**src/rtl/alu_result_sender.sv**
```systemverilog
// rtl/alu_result_sender.sv - ships 16-bit ALU results to the UART transmitter as two bytes, low first
//
// Purpose: capture each ALU result qualified by OUT_Valid and hand it to the
// UART transmitter one byte at a time, low byte first, using the
// transmitter's TX_D_VLD / TX_Busy handshake. A one-entry pending buffer
// absorbs a result that arrives mid-transfer; a result that finds both the
// holding register and the pending buffer full is dropped and flagged.
//
// Ports:
//   CLK          in   system clock
//   RST          in   asynchronous active-low reset
//   ALU_OUT      in   [WIDTH-1:0]  ALU/compare result, valid with OUT_Valid
//   OUT_Valid    in   one-cycle qualifier per new result
//   TX_Busy      in   transmitter busy; rises after accepting a byte, falls at frame end
//   TX_P_DATA    out  [BYTE_W-1:0] byte presented to the transmitter
//   TX_D_VLD     out  one-cycle strobe qualifying TX_P_DATA
//   Sender_Busy  out  high whenever the sender is not idle
//   Overrun      out  one-cycle pulse when an incoming result is dropped
//   Result_Count out  [7:0] number of fully sent results, wrapping
module alu_result_sender #(
    parameter int WIDTH  = 16,
    parameter int BYTE_W = 8
) (
    input  logic              CLK,
    input  logic              RST,
    input  logic [WIDTH-1:0]  ALU_OUT,
    input  logic              OUT_Valid,
    input  logic              TX_Busy,
    output logic [BYTE_W-1:0] TX_P_DATA,
    output logic              TX_D_VLD,
    output logic              Sender_Busy,
    output logic              Overrun,
    output logic [7:0]        Result_Count
);

    typedef enum logic [2:0] {
        IDLE    = 3'd0,
        SEND_LO = 3'd1,
        ACK_LO  = 3'd2,
        DONE_LO = 3'd3,
        SEND_HI = 3'd4,
        ACK_HI  = 3'd5,
        DONE_HI = 3'd6
    } state_t;

    state_t            state_q, state_d;
    logic [WIDTH-1:0]  hold_q, hold_d;
    logic [WIDTH-1:0]  pend_q, pend_d;
    logic              pend_v_q, pend_v_d;
    logic [BYTE_W-1:0] tx_data_q, tx_data_d;
    logic              tx_vld_q, tx_vld_d;
    logic              overrun_q, overrun_d;
    logic [7:0]        count_q, count_d;

    // consumed: the incoming result was taken straight into HOLD this cycle.
    // pend_moving: PEND is being transferred to HOLD this cycle, so the
    // buffer is free to accept a new result at the same edge.
    logic              consumed;
    logic              pend_moving;

    always_ff @(posedge CLK or negedge RST) begin
        if (!RST) begin
            state_q   <= IDLE;
            hold_q    <= '0;
            pend_q    <= '0;
            pend_v_q  <= 1'b0;
            tx_data_q <= '0;
            tx_vld_q  <= 1'b0;
            overrun_q <= 1'b0;
            count_q   <= 8'd0;
        end else begin
            state_q   <= state_d;
            hold_q    <= hold_d;
            pend_q    <= pend_d;
            pend_v_q  <= pend_v_d;
            tx_data_q <= tx_data_d;
            tx_vld_q  <= tx_vld_d;
            overrun_q <= overrun_d;
            count_q   <= count_d;
        end
    end

    always_comb begin
        state_d     = state_q;
        hold_d      = hold_q;
        pend_d      = pend_q;
        pend_v_d    = pend_v_q;
        tx_data_d   = tx_data_q;
        tx_vld_d    = 1'b0;
        overrun_d   = 1'b0;
        count_d     = count_q;
        consumed    = 1'b0;
        pend_moving = 1'b0;

        case (state_q)
            IDLE: begin
                if (OUT_Valid) begin
                    hold_d   = ALU_OUT;
                    consumed = 1'b1;
                    state_d  = SEND_LO;
                end
            end
            SEND_LO: begin
                if (!TX_Busy) begin
                    tx_vld_d  = 1'b1;
                    tx_data_d = hold_q[BYTE_W-1:0];
                    state_d   = ACK_LO;
                end
            end
            ACK_LO: begin
                if (TX_Busy) begin
                    state_d = DONE_LO;
                end
            end
            DONE_LO: begin
                if (!TX_Busy) begin
                    state_d = SEND_HI;
                end
            end
            SEND_HI: begin
                if (!TX_Busy) begin
                    tx_vld_d  = 1'b1;
                    tx_data_d = hold_q[2*BYTE_W-1:BYTE_W];
                    state_d   = ACK_HI;
                end
            end
            ACK_HI: begin
                if (TX_Busy) begin
                    state_d = DONE_HI;
                end
            end
            DONE_HI: begin
                if (!TX_Busy) begin
                    count_d = count_q + 8'd1;
                    if (pend_v_q) begin
                        hold_d      = pend_q;
                        pend_v_d    = 1'b0;
                        pend_moving = 1'b1;
                        state_d     = SEND_LO;
                    end else if (OUT_Valid) begin
                        hold_d   = ALU_OUT;
                        consumed = 1'b1;
                        state_d  = SEND_LO;
                    end else begin
                        state_d = IDLE;
                    end
                end
            end
            default: begin
                state_d = IDLE;
            end
        endcase

        // A result not taken directly into HOLD goes to PEND if it is free
        // (or being vacated this very cycle); otherwise it is dropped.
        if (OUT_Valid && !consumed && (state_q != IDLE)) begin
            if (!pend_v_q || pend_moving) begin
                pend_d   = ALU_OUT;
                pend_v_d = 1'b1;
            end else begin
                overrun_d = 1'b1;
            end
        end
    end

    assign TX_P_DATA    = tx_data_q;
    assign TX_D_VLD     = tx_vld_q;
    assign Sender_Busy  = (state_q != IDLE);
    assign Overrun      = overrun_q;
    assign Result_Count = count_q;

endmodule
```
**config.mk**
```make
export PLATFORM = sky130hd
export DESIGN_NAME = alu_result_sender
export DESIGN_NICKNAME = d
export VERILOG_FILES = /design/src/rtl/alu_result_sender.sv
export SDC_FILE = /design/constraint.sdc
export NUM_CORES = 1
export LEC_CHECK = 0
export ABC_CLOCK_PERIOD_IN_PS = 1500
export BUFFER_PORTS_ARGS = -buffer_cell sky130_fd_sc_hd__buf_4
export CORE_MARGIN = 1.5
export CORE_UTILIZATION = 45
export CTS_BUF_LIST = sky130_fd_sc_hd__clkbuf_4 sky130_fd_sc_hd__clkbuf_8 sky130_fd_sc_hd__clkbuf_16
export DETAILED_ROUTE_END_ITERATION = 12
export PLACE_DENSITY = 0.71
export SYNTH_ARGS = -nofsm -noshare
export SYNTH_HDL_FRONTEND = slang
export SYNTH_SLANG_ARGS = --single-unit
export TNS_END_PERCENT = 100
```
**constraint.sdc**
```tcl
create_clock -name CLK -period 1.5 [get_ports CLK]
set_clock_uncertainty 0.05 [all_clocks]
set_input_delay 0.075 -clock CLK [delete_from_list [all_inputs] [get_ports CLK]]
set_output_delay 0.075 -clock CLK [all_outputs]
set_load 0.005 [all_outputs]
```
==> reports/qor.txt, run 1 <==
========================================================================================================
Outcome                                                                                     finished, violations left
Failing checks                                                                              setup timing
Root Buffer                                                                                     clkbuf_8
CP endpoint kind                                                                                    flop
Die W                                                                                            77.3 um
Worst hold-check slack                                                                         0.0343 ns
Layout overhead on the synthesized area                                                            37.2%
Placed cell areas                                                                               2990 um2
Max clock buf depth                                                                                    2
Total negative slack                                                                            -2.41 ns
Clock sink total                                                                                      54
Number of endpoints with negative hold slack in the final report                                       0
Effective utilization at floorplan                                                                 47.7%
Placed instance count                                                                                316
Hold path start                                                                                OUT_Valid
Pre-CTS WS                                                                                     -0.125 ns
Setup repair after global routing missed its margin                                                  yes
NumNets Final                                                                                        293
Placeable core area                                                                             5200 um2
Synthesized flop and latch total                                                                      54
Yosys warns                                                                                            0
Count of pins on the block boundary                                                                   39
Post-synth net total                                                                                 220
# diodes                                                                                               0
Final global-route overflow total                                                                      0
Ratio of cells with drive above 1 in the final layout                                              39.6%
PD cells                                                                                     1850 nW/um2
Maximum number of pins on one net before global-route repair                                          55
Antenna violations before repair                                                                       0
Crit-path max FO                                                                                       8
Slew Limit Fails                                                                                       0
Highest ir drop seen on vdd                                                                     0.984 mV
Aggregate routed wire length                                                                     5010 um
Sequential area share after synthesis                                                              54.4%
Max Clock Freq                                                                                 0.627 GHz
Initial drt markers                                                                                   52
Most frequent cells in the layout                                                           53 x dfrtp_1, 53 x buf_4, 21 x nand2_1
R2R Path Start                                                                              state_q[2]$_DFFE_PN0P_
Global-route wire length before repair                                                           8240 um
Vias in the first global route                                                                      1746
Std-Cell Rows                                                                                         26
Total of endpoints with negative setup slack in the final report                                      38
Crit path launch                                                                            state_q[2]$_DFFE_PN0P_
Vias after detailed routing                                                                         1790
Number of fill cells in the layout                                                                   413
Post-route standard cell area excluding fillers                                                 3410 um2
Worst Setup Path Type                                                                       flop to flop
Unique cell type count in the Yosys netlist                                                           36
Vias per cell                                                                                       5.22
TritonCTS clock tree                                                                                done
Die height                                                                                       77.3 um
# port buffers                                                                                        38
Pleak                                                                                            1.51 nW
Minimum setup slack among reg-to-reg paths                                                      -0.09 ns
Number of search-and-repair iterations in the first detailed-routing pass                              4
Worst rel slew slack                                                                               54.8%
DR WL/cell                                                                                       14.6 um
Die area                                                                                        5970 um2
Total design power                                                                               6.29 mW
Time the final worst path needs with I/O delays and setup                                        1.59 ns
Core utilization of the finished layout                                                            65.5%
Number of H-tree branching levels                                                                      2
Number of CTS-inserted buffers                                                                         5
Class of the tightest hold or removal check                                                 primary input to flop
Number of nets still failing antenna checks after routing                                              0
Final weighted congestion of routability-driven global placement                                   0.811
Total routing usage reported by global routing                                                     17.8%
Data arrival at the endpoint of the critical path                                                1.79 ns
Post-route worst setup slack                                                                  -0.0946 ns
Clk Latency, worst-skew pair                                                                     0.30 ns
Post-route non-filler standard cell count                                                            343
Startpoint type of the worst setup path                                                             flop
Mean instance size in the synthesized netlist                                                   12.5 um2
Required time of the critical path                                                               1.69 ns
Number of standard cells after synthesis                                                             199
Hpwl dp                                                                                          3240 um
Cell area after synthesis                                                                       2480 um2
Number of remaining DRC errors                                                                         0
Slew at the pin closest to its max-slew limit                                                   0.677 ns
Post-CTS clock slew at the launch and capture registers of the worst setup and hold paths        0.10 ns
Share of the clock period used by the worst path after layout                                       106%
Maxcap violations                                                                                      0
========================================================================================================
==> critical path, cell delays in order (launching register included) <==
cell and delay, ns:
dfrtp_2 0.48, buf_6 0.14, a211oi_4 0.24, a21boi_4 0.29, clkbuf_16 0.20, a2bb2oi_2 0.13
==> layer usage <==
| layer | global-route usage (%) | vias up | share of wire [%] | wire (um) |
|---|---|---|---|---|
| met5 | 0 | - | 0 | 0 |
| met4 | 4.36 | 0 | 0.30 | 15 |
| met3 | 4.17 | 2 | 4.0 | 199 |
| met2 | 28.1 | 39 | 49 | 2470 |
| met1 | 24.8 | 875 | 46 | 2330 |
| li1 | - | 874 | - | - |
==> synth_stat cells <==
master,count,share of area [%]
a211oi_1,1,0.30
a211oi_4,1,0.81
a21boi_0,1,0.30
a21boi_4,1,0.76
a21oi_1,3,0.60
a221oi_1,1,0.35
a2bb2oi_1,6,2.1
a2bb2oi_2,10,6.0
and2_0,1,0.25
and3_1,2,0.50
and4bb_2,1,0.50
buf_2,5,1.0
buf_4,1,0.30
buf_6,2,0.91
clkbuf_1,4,0.60
dfrtp_1,54,54
ha_1,1,0.50
inv_1,4,0.60
mux2_1,7,3.2
mux2_2,9,4.1
mux2i_1,8,3.2
nand2_1,21,3.2
nand2b_4,1,0.55
nand3_1,2,0.40
nand4_1,3,0.76
nand4b_4,1,0.96
nor2_1,5,0.76
nor2b_1,1,0.25
nor3b_1,1,0.30
o21ai_0,12,2.4
o22ai_1,16,4.0
o31ai_1,2,0.60
o32ai_4,1,1.1
or3_1,2,0.50
xnor2_1,6,2.1
xor2_1,2,0.71
==> power breakdown <==
| group | total, mW | internal, mW | switching, mW | leakage, nW |
|---|---|---|---|---|
| clock network | 1.02 | 0.549 | 0.473 | 0.0618 |
| registers | 2.54 | 2.10 | 0.443 | 0.648 |
| logic | 2.73 | 1.60 | 1.13 | 0.806 |
==> registers in the layout, summed over array words and instances (netlist names) <==
signal and count:
TX_P_DATA 8, TX_D_VLD 1, state_q 3, Overrun 1, hold_q 16, pend_q 16
Result_Count 8, pend_v_q 1
==> layout make-up <==
type,instances,area (um2),share of cell area (%)
Sequential cell,54,1350,39.7
Clock inverter,2,38.8,1.14
Multi-Input combinational cell,129,1130,33.2
Clock buffer,6,82.6,2.42
Timing Repair Buffer,78,698,20.5
Tap cell,70,87.6,2.57
Inverter,4,15.0,0.441
==> kinds of logic after synthesis <==
kind of cell	Yosys count	synth area share (%)
mux	24	10.5
simple gates	41	8.92
compound gates	55	19.4
xor+xnor	8	2.82
fa+ha+maj	1	0.504
buf+inv	16	3.43
flops	54	54.4
==> repair_timing <==
| action | in CTS | in global routing |
|---|---|---|
| setup endpoints to repair | 45 | 44 |
| resized for setup | 10 | 10 |
| hold endpoints to repair | 70 | 0 |
| pin swaps | 0 | 4 |
| gates cloned | 0 | 1 |
| hold buffers | 17 | 0 |
| setup buffers | 1 | 0 |
==> final timing paths <==
kind	depth (start not counted)	end
worst max register to register	5	hold_q[14]$_DFFE_PN0P_
worst min register to register	1	Result_Count[7]$_DFFE_PN0P_
worst max-delay path	5	hold_q[14]$_DFFE_PN0P_
min in group asynchronous	2	Result_Count[3]$_DFFE_PN0P_
max in group asynchronous	2	state_q[2]$_DFFE_PN0P_
worst min-delay path	3	Overrun$_DFF_PN0_
No activity file was read; power rests on OpenSTA's default activity.
==> inputs of run 2 (changes only) <==
Settings changed: ABC_AREA from default to 1, ABC_CLOCK_PERIOD_IN_PS 1500 to 1600, MAX_ROUTING_LAYER from default to met4, PLACE_DENSITY 0.71 to 0.68.
Clock period 1.5 ns to 1.6 ns, I/O delays scaled along.
==> run 2 against run 1 <==
- the run now ends clean
- design area increased by 4.6%
- power decreased by 6.6%
- core utilization decreased by 6.0 points
- die area increased by 13%
- register-to-register slack improved by 0.19 ns
- wire length increased by 13%
- non-clock buffer count decreased by 12
- synthesized cell count increased by 65%
- combinational power decreased by 9.5%
- sequential power decreased by 10%
- first-iteration DRC count increased to 2.9 times the previous value
- sequential share of layout area decreased by 1.7 points
- highest routed layer unchanged
==> reports/qor.txt, run 2 <==
========================================================================================================
NumNets Final                                                                                        405   was 293
Vias in the first global route                                                                      2115   was 1746
Crit path top cell by count                                                                        buf_4
Post-synth net total                                                                                 349   was 220
WL met3                                                                                           165 um   was 199 um
Number of buffer and inverter instances along the worst setup path                                     2   unchanged
Crit-path max FO                                                                                      16   was 8
Worst hold-check slack                                                                         0.0878 ns   was 0.0343 ns
Worst Setup Path Type                                                                       flop to flop   unchanged
Master of the slowest instance on the critical path                                              dfrtp_1   was dfrtp_2
Ratio of cells with drive above 1 in the final layout                                              23.4%   was 39.6%
Pleak                                                                                            1.77 nW   was 1.51 nW
Post-synth EDFFs                                                                                       0   unchanged
# port buffers                                                                                        38   unchanged
Dominant cells by area after synthesis                                                      dfrtp_1 48%, nand2_1 11%, o21a_1 6.4%   was dfrtp_1 54%, a2bb2oi_2 6.0%, mux2_2 4.1%
Outcome                                                                                     complete, no violations   was finished, violations left
DR WL/cell                                                                                       12.3 um   was 14.6 um
Switching part of the total                                                                        36.0%   was 32.5%
Post-CTS clock slew at the launch and capture registers of the worst setup and hold paths        0.11 ns   was 0.10 ns
TritonCTS clock tree                                                                                done   unchanged
Slew at the pin closest to its max-slew limit                                                   0.672 ns   was 0.677 ns
Initial drt markers                                                                                  151   was 52
Die area                                                                                        6770 um2   was 5970 um2
Global-route wire length before repair                                                           9870 um   was 8240 um
Effective utilization at floorplan                                                                 47.2%   was 47.7%
Final weighted congestion of routability-driven global placement                                   0.873   was 0.811
Startpoint type of the worst setup path                                                             flop   unchanged
Total negative slack                                                                                0 ns   was -2.41 ns
Cell chain of the critical path                                                             buf_4 -> nor2_4 -> nand2_2 -> buf_4 -> o21a_1 -> a21oi_1   was buf_6 -> a211oi_4 -> a21boi_4 -> clkbuf_16 -> a2bb2oi_2
Fraction of registers with async set/reset                                                          100%   unchanged
Final global-route overflow total                                                                      0   unchanged
Worst setup path end                                                                        TX_P_DATA[7]$_DFFE_PN0P_   was hold_q[14]$_DFFE_PN0P_
Required time of the critical path                                                               1.78 ns   was 1.69 ns
Most common cell after layout, fill and taps aside                                               nand2_1
Max Clock Freq                                                                                 0.664 GHz   was 0.627 GHz
# diodes                                                                                               0   unchanged
Cell area after synthesis                                                                       2830 um2   was 2480 um2
Share of the clock period used by the worst path after layout                                      94.1%   was 106%
Vias after detailed routing                                                                         2262   was 1790
PD cells                                                                                     1650 nW/um2   was 1850 nW/um2
Sequential area share after synthesis                                                              47.8%   was 54.4%
Post-route non-filler standard cell count                                                            460   was 343
Met2 wirelength from detailed routing                                                            2660 um   was 2470 um
Reg2Reg Depth                                                                                          6   was 5
Total of endpoints with negative setup slack in the final report                                       0   was 38
M1 wire length                                                                                   2770 um   was 2330 um
Aggregate routed wire length                                                                     5650 um   was 5010 um
Number of nets still failing antenna checks after routing                                              0   unchanged
Vias per cell                                                                                       4.92   was 5.22
Unique cell type count in the Yosys netlist                                                           26   was 36
Critical Path Stages                                                                                   6   was 5
Minimum setup slack among reg-to-reg paths                                                       0.09 ns   was -0.09 ns
Highest ir drop seen on vdd                                                                     0.777 mV   was 0.984 mV
Count of pins on the block boundary                                                                   39   unchanged
Die height                                                                                       82.3 um   was 77.3 um
Largest stage delay on the critical path                                                         0.42 ns   was 0.48 ns
Combinational power share                                                                          42.1%   was 43.3%
Count leader, synth                                                                              nand2_1   was dfrtp_1
Top Metal Used                                                                                      met4   unchanged
Std-Cell Rows                                                                                         28   was 26
Crit path launch                                                                            state_q[1]$_DFFE_PN0P_   was state_q[2]$_DFFE_PN0P_
Post-synth top area share                                                                          47.8%   was 54.4%
Number of endpoints with negative hold slack in the final report                                       0   unchanged
Worst rel slew slack                                                                               55.2%   was 54.8%
Synthesized flop and latch total                                                                      54   unchanged
Slew Limit Fails                                                                                       0   unchanged
Placeable core area                                                                             5990 um2   was 5200 um2
Cell type contributing the most total cell area after synthesis                                  dfrtp_1   unchanged
Cell-internal power                                                                              3.76 mW   was 4.25 mW
Number of CTS-inserted buffers                                                                         5   unchanged
Maximum number of pins on one net before global-route repair                                          55   unchanged
Yosys warns                                                                                            0   unchanged
Clock network fraction of total power                                                              19.1%   was 16.3%
Core utilization of the finished layout                                                            59.5%   was 65.5%
Number of standard cells after synthesis                                                             328   was 199
Crit path max-delay family                                                                    flip-flops   was compound AO/OA/AOI/OAI gates
Antenna violations before repair                                                                       0   unchanged
Data arrival at the endpoint of the critical path                                                1.69 ns   was 1.79 ns
Clk Latency, worst-skew pair                                                                     0.31 ns   was 0.30 ns
Number of search-and-repair iterations in the first detailed-routing pass                              4   unchanged
Hpwl dp                                                                                          3700 um   was 3240 um
Class of the tightest hold or removal check                                                 primary input to flop   unchanged
R2R Path Start                                                                              state_q[1]$_DFFE_PN0P_   was state_q[2]$_DFFE_PN0P_
CP endpoint kind                                                                                    flop   unchanged
Dominant register cell in the synthesized netlist                                                dfrtp_1   unchanged
Number of remaining DRC errors                                                                         0   unchanged
Top flop regs                                                                               hold_q (16), pend_q (16)   unchanged
Share of total power in sequential cells                                                           38.9%   was 40.4%
Placed instance count                                                                                433   was 316
Die W                                                                                            82.3 um   was 77.3 um
Most frequent cells in the layout                                                           85 x nand2_1, 52 x dfrtp_1, 44 x buf_4   was 53 x dfrtp_1, 53 x buf_4, 21 x nand2_1
Max clock buf depth                                                                                    2   unchanged
Time the final worst path needs with I/O delays and setup                                        1.51 ns   was 1.59 ns
Layout overhead on the synthesized area                                                            26.0%   was 37.2%
End of the worst register-to-register path                                                  TX_P_DATA[7]$_DFFE_PN0P_   was hold_q[14]$_DFFE_PN0P_
Number of H-tree branching levels                                                                      2   unchanged
NetSw                                                                                            2.12 mW   was 2.05 mW
Mean instance size in the synthesized netlist                                                   8.62 um2   was 12.5 um2
Total routing usage reported by global routing                                                     19.7%   was 17.8%
Ranking of synthesized cells by instance count                                              85 x nand2_1, 54 x dfrtp_1, 40 x inv_1, 24 x o21a_1, 19 x o21ai_0   was 54 x dfrtp_1, 21 x nand2_1, 16 x o22ai_1, 12 x o21ai_0, 10 x a2bb2oi_2
Maxcap violations                                                                                      0   unchanged
Root Buffer                                                                                     clkbuf_8   unchanged
Clock sink total                                                                                      54   unchanged
========================================================================================================
## run 2: changes by cell type in the layout (fill, tap and decap cells not counted), sizes merged, moves of 23 or more
cell   change
nand2     +69
o21a      +24
o21ai     +23
inv       +35
## run 2: worst register-to-register path: cells and delay by family, from the launching register on
kind,cells,cell delay (ns)
AOI/OAI and AO/OA,2,0.36
DFF,1,0.42
buffers and inverters,2,0.36
and+or+nand+nor,2,0.24
## run 2: cell families after synthesis
family                   Yosys count  synth area share, %
AND/OR/NAND/NOR                  125                 19.3
AO/OA/AOI/OAI                     86                 21.5
buffers and inverters             57                 9.42
XOR/XNOR                           5                 1.55
flip-flops                        54                 47.8
adder cells (fa/ha/maj)            1                0.442
## run 2: how the worst min path moves through the flow
stage | slack, ns | startpoint | end | cells after the start
after floorplan | -0.27 | RST | Overrun$_DFF_PN0_ | 0
after global placement | 0.12 | RST | Result_Count[3]$_DFFE_PN0P_ | 1
after detailed placement | 0.12 | RST | Result_Count[1]$_DFFE_PN0P_ | 1
after CTS | 0.07 | TX_Busy | TX_D_VLD$_DFF_PN0_ | 3
after global routing | 0.08 | TX_Busy | TX_D_VLD$_DFF_PN0_ | 3
final | 0.09 | TX_Busy | TX_D_VLD$_DFF_PN0_ | 3
## run 2: repair_timing
item / CTS / global route
resized for setup: 0 / 7
hold endpoints to repair: 70 / 0
endpoints found under the setup margin: 1 / 39
hold buffers: 17 / 0
pin swaps: 1 / 0
cloned: 0 / 0
setup buffers: 1 / 1
## run 2: area by class of cell
cell class / count / area, um2
clock buffer: 6 / 82.6
clock inverter: 2 / 60.1
fill: 547 / 2430
inverter: 40 / 150
multi-input combinational: 217 / 1220
sequential: 54 / 1350
tap: 75 / 93.8
timing repair buffer: 66 / 601
## run 2: power by group through the flow
stage | Combinational, mW | Sequential [mW] | Clock [mW]
after floorplan | 1.69 | 2.22 | 0
after global placement | 2.27 | 2.30 | 0
after detailed placement | 2.34 | 2.31 | 0
after CTS | 2.45 | 2.28 | 1.14
after global routing | 2.83 | 2.36 | 1.20
final | 2.47 | 2.28 | 1.12
## run 2: per-stage QoR
stage          setup WS (ns)  area [um2]  power [mW]
2_1_floorplan          0.221        2830        3.91
3_3_place_gp          0.0816        3210        4.56
3_5_place_dp          0.0123        3210        4.65
4_1_cts               0.0173        3540        5.88
5_1_grt              -0.0134        3560        6.40
6_report              0.0943        3560        5.87
## run 2: metal layers
metal | GRT usage, % | vias up
li1 | - | 1171
met1 | 27.1 | 1053
met2 | 30.2 | 32
met3 | 3.63 | 6
met4 | 4.75 | 0
met5 | - | -
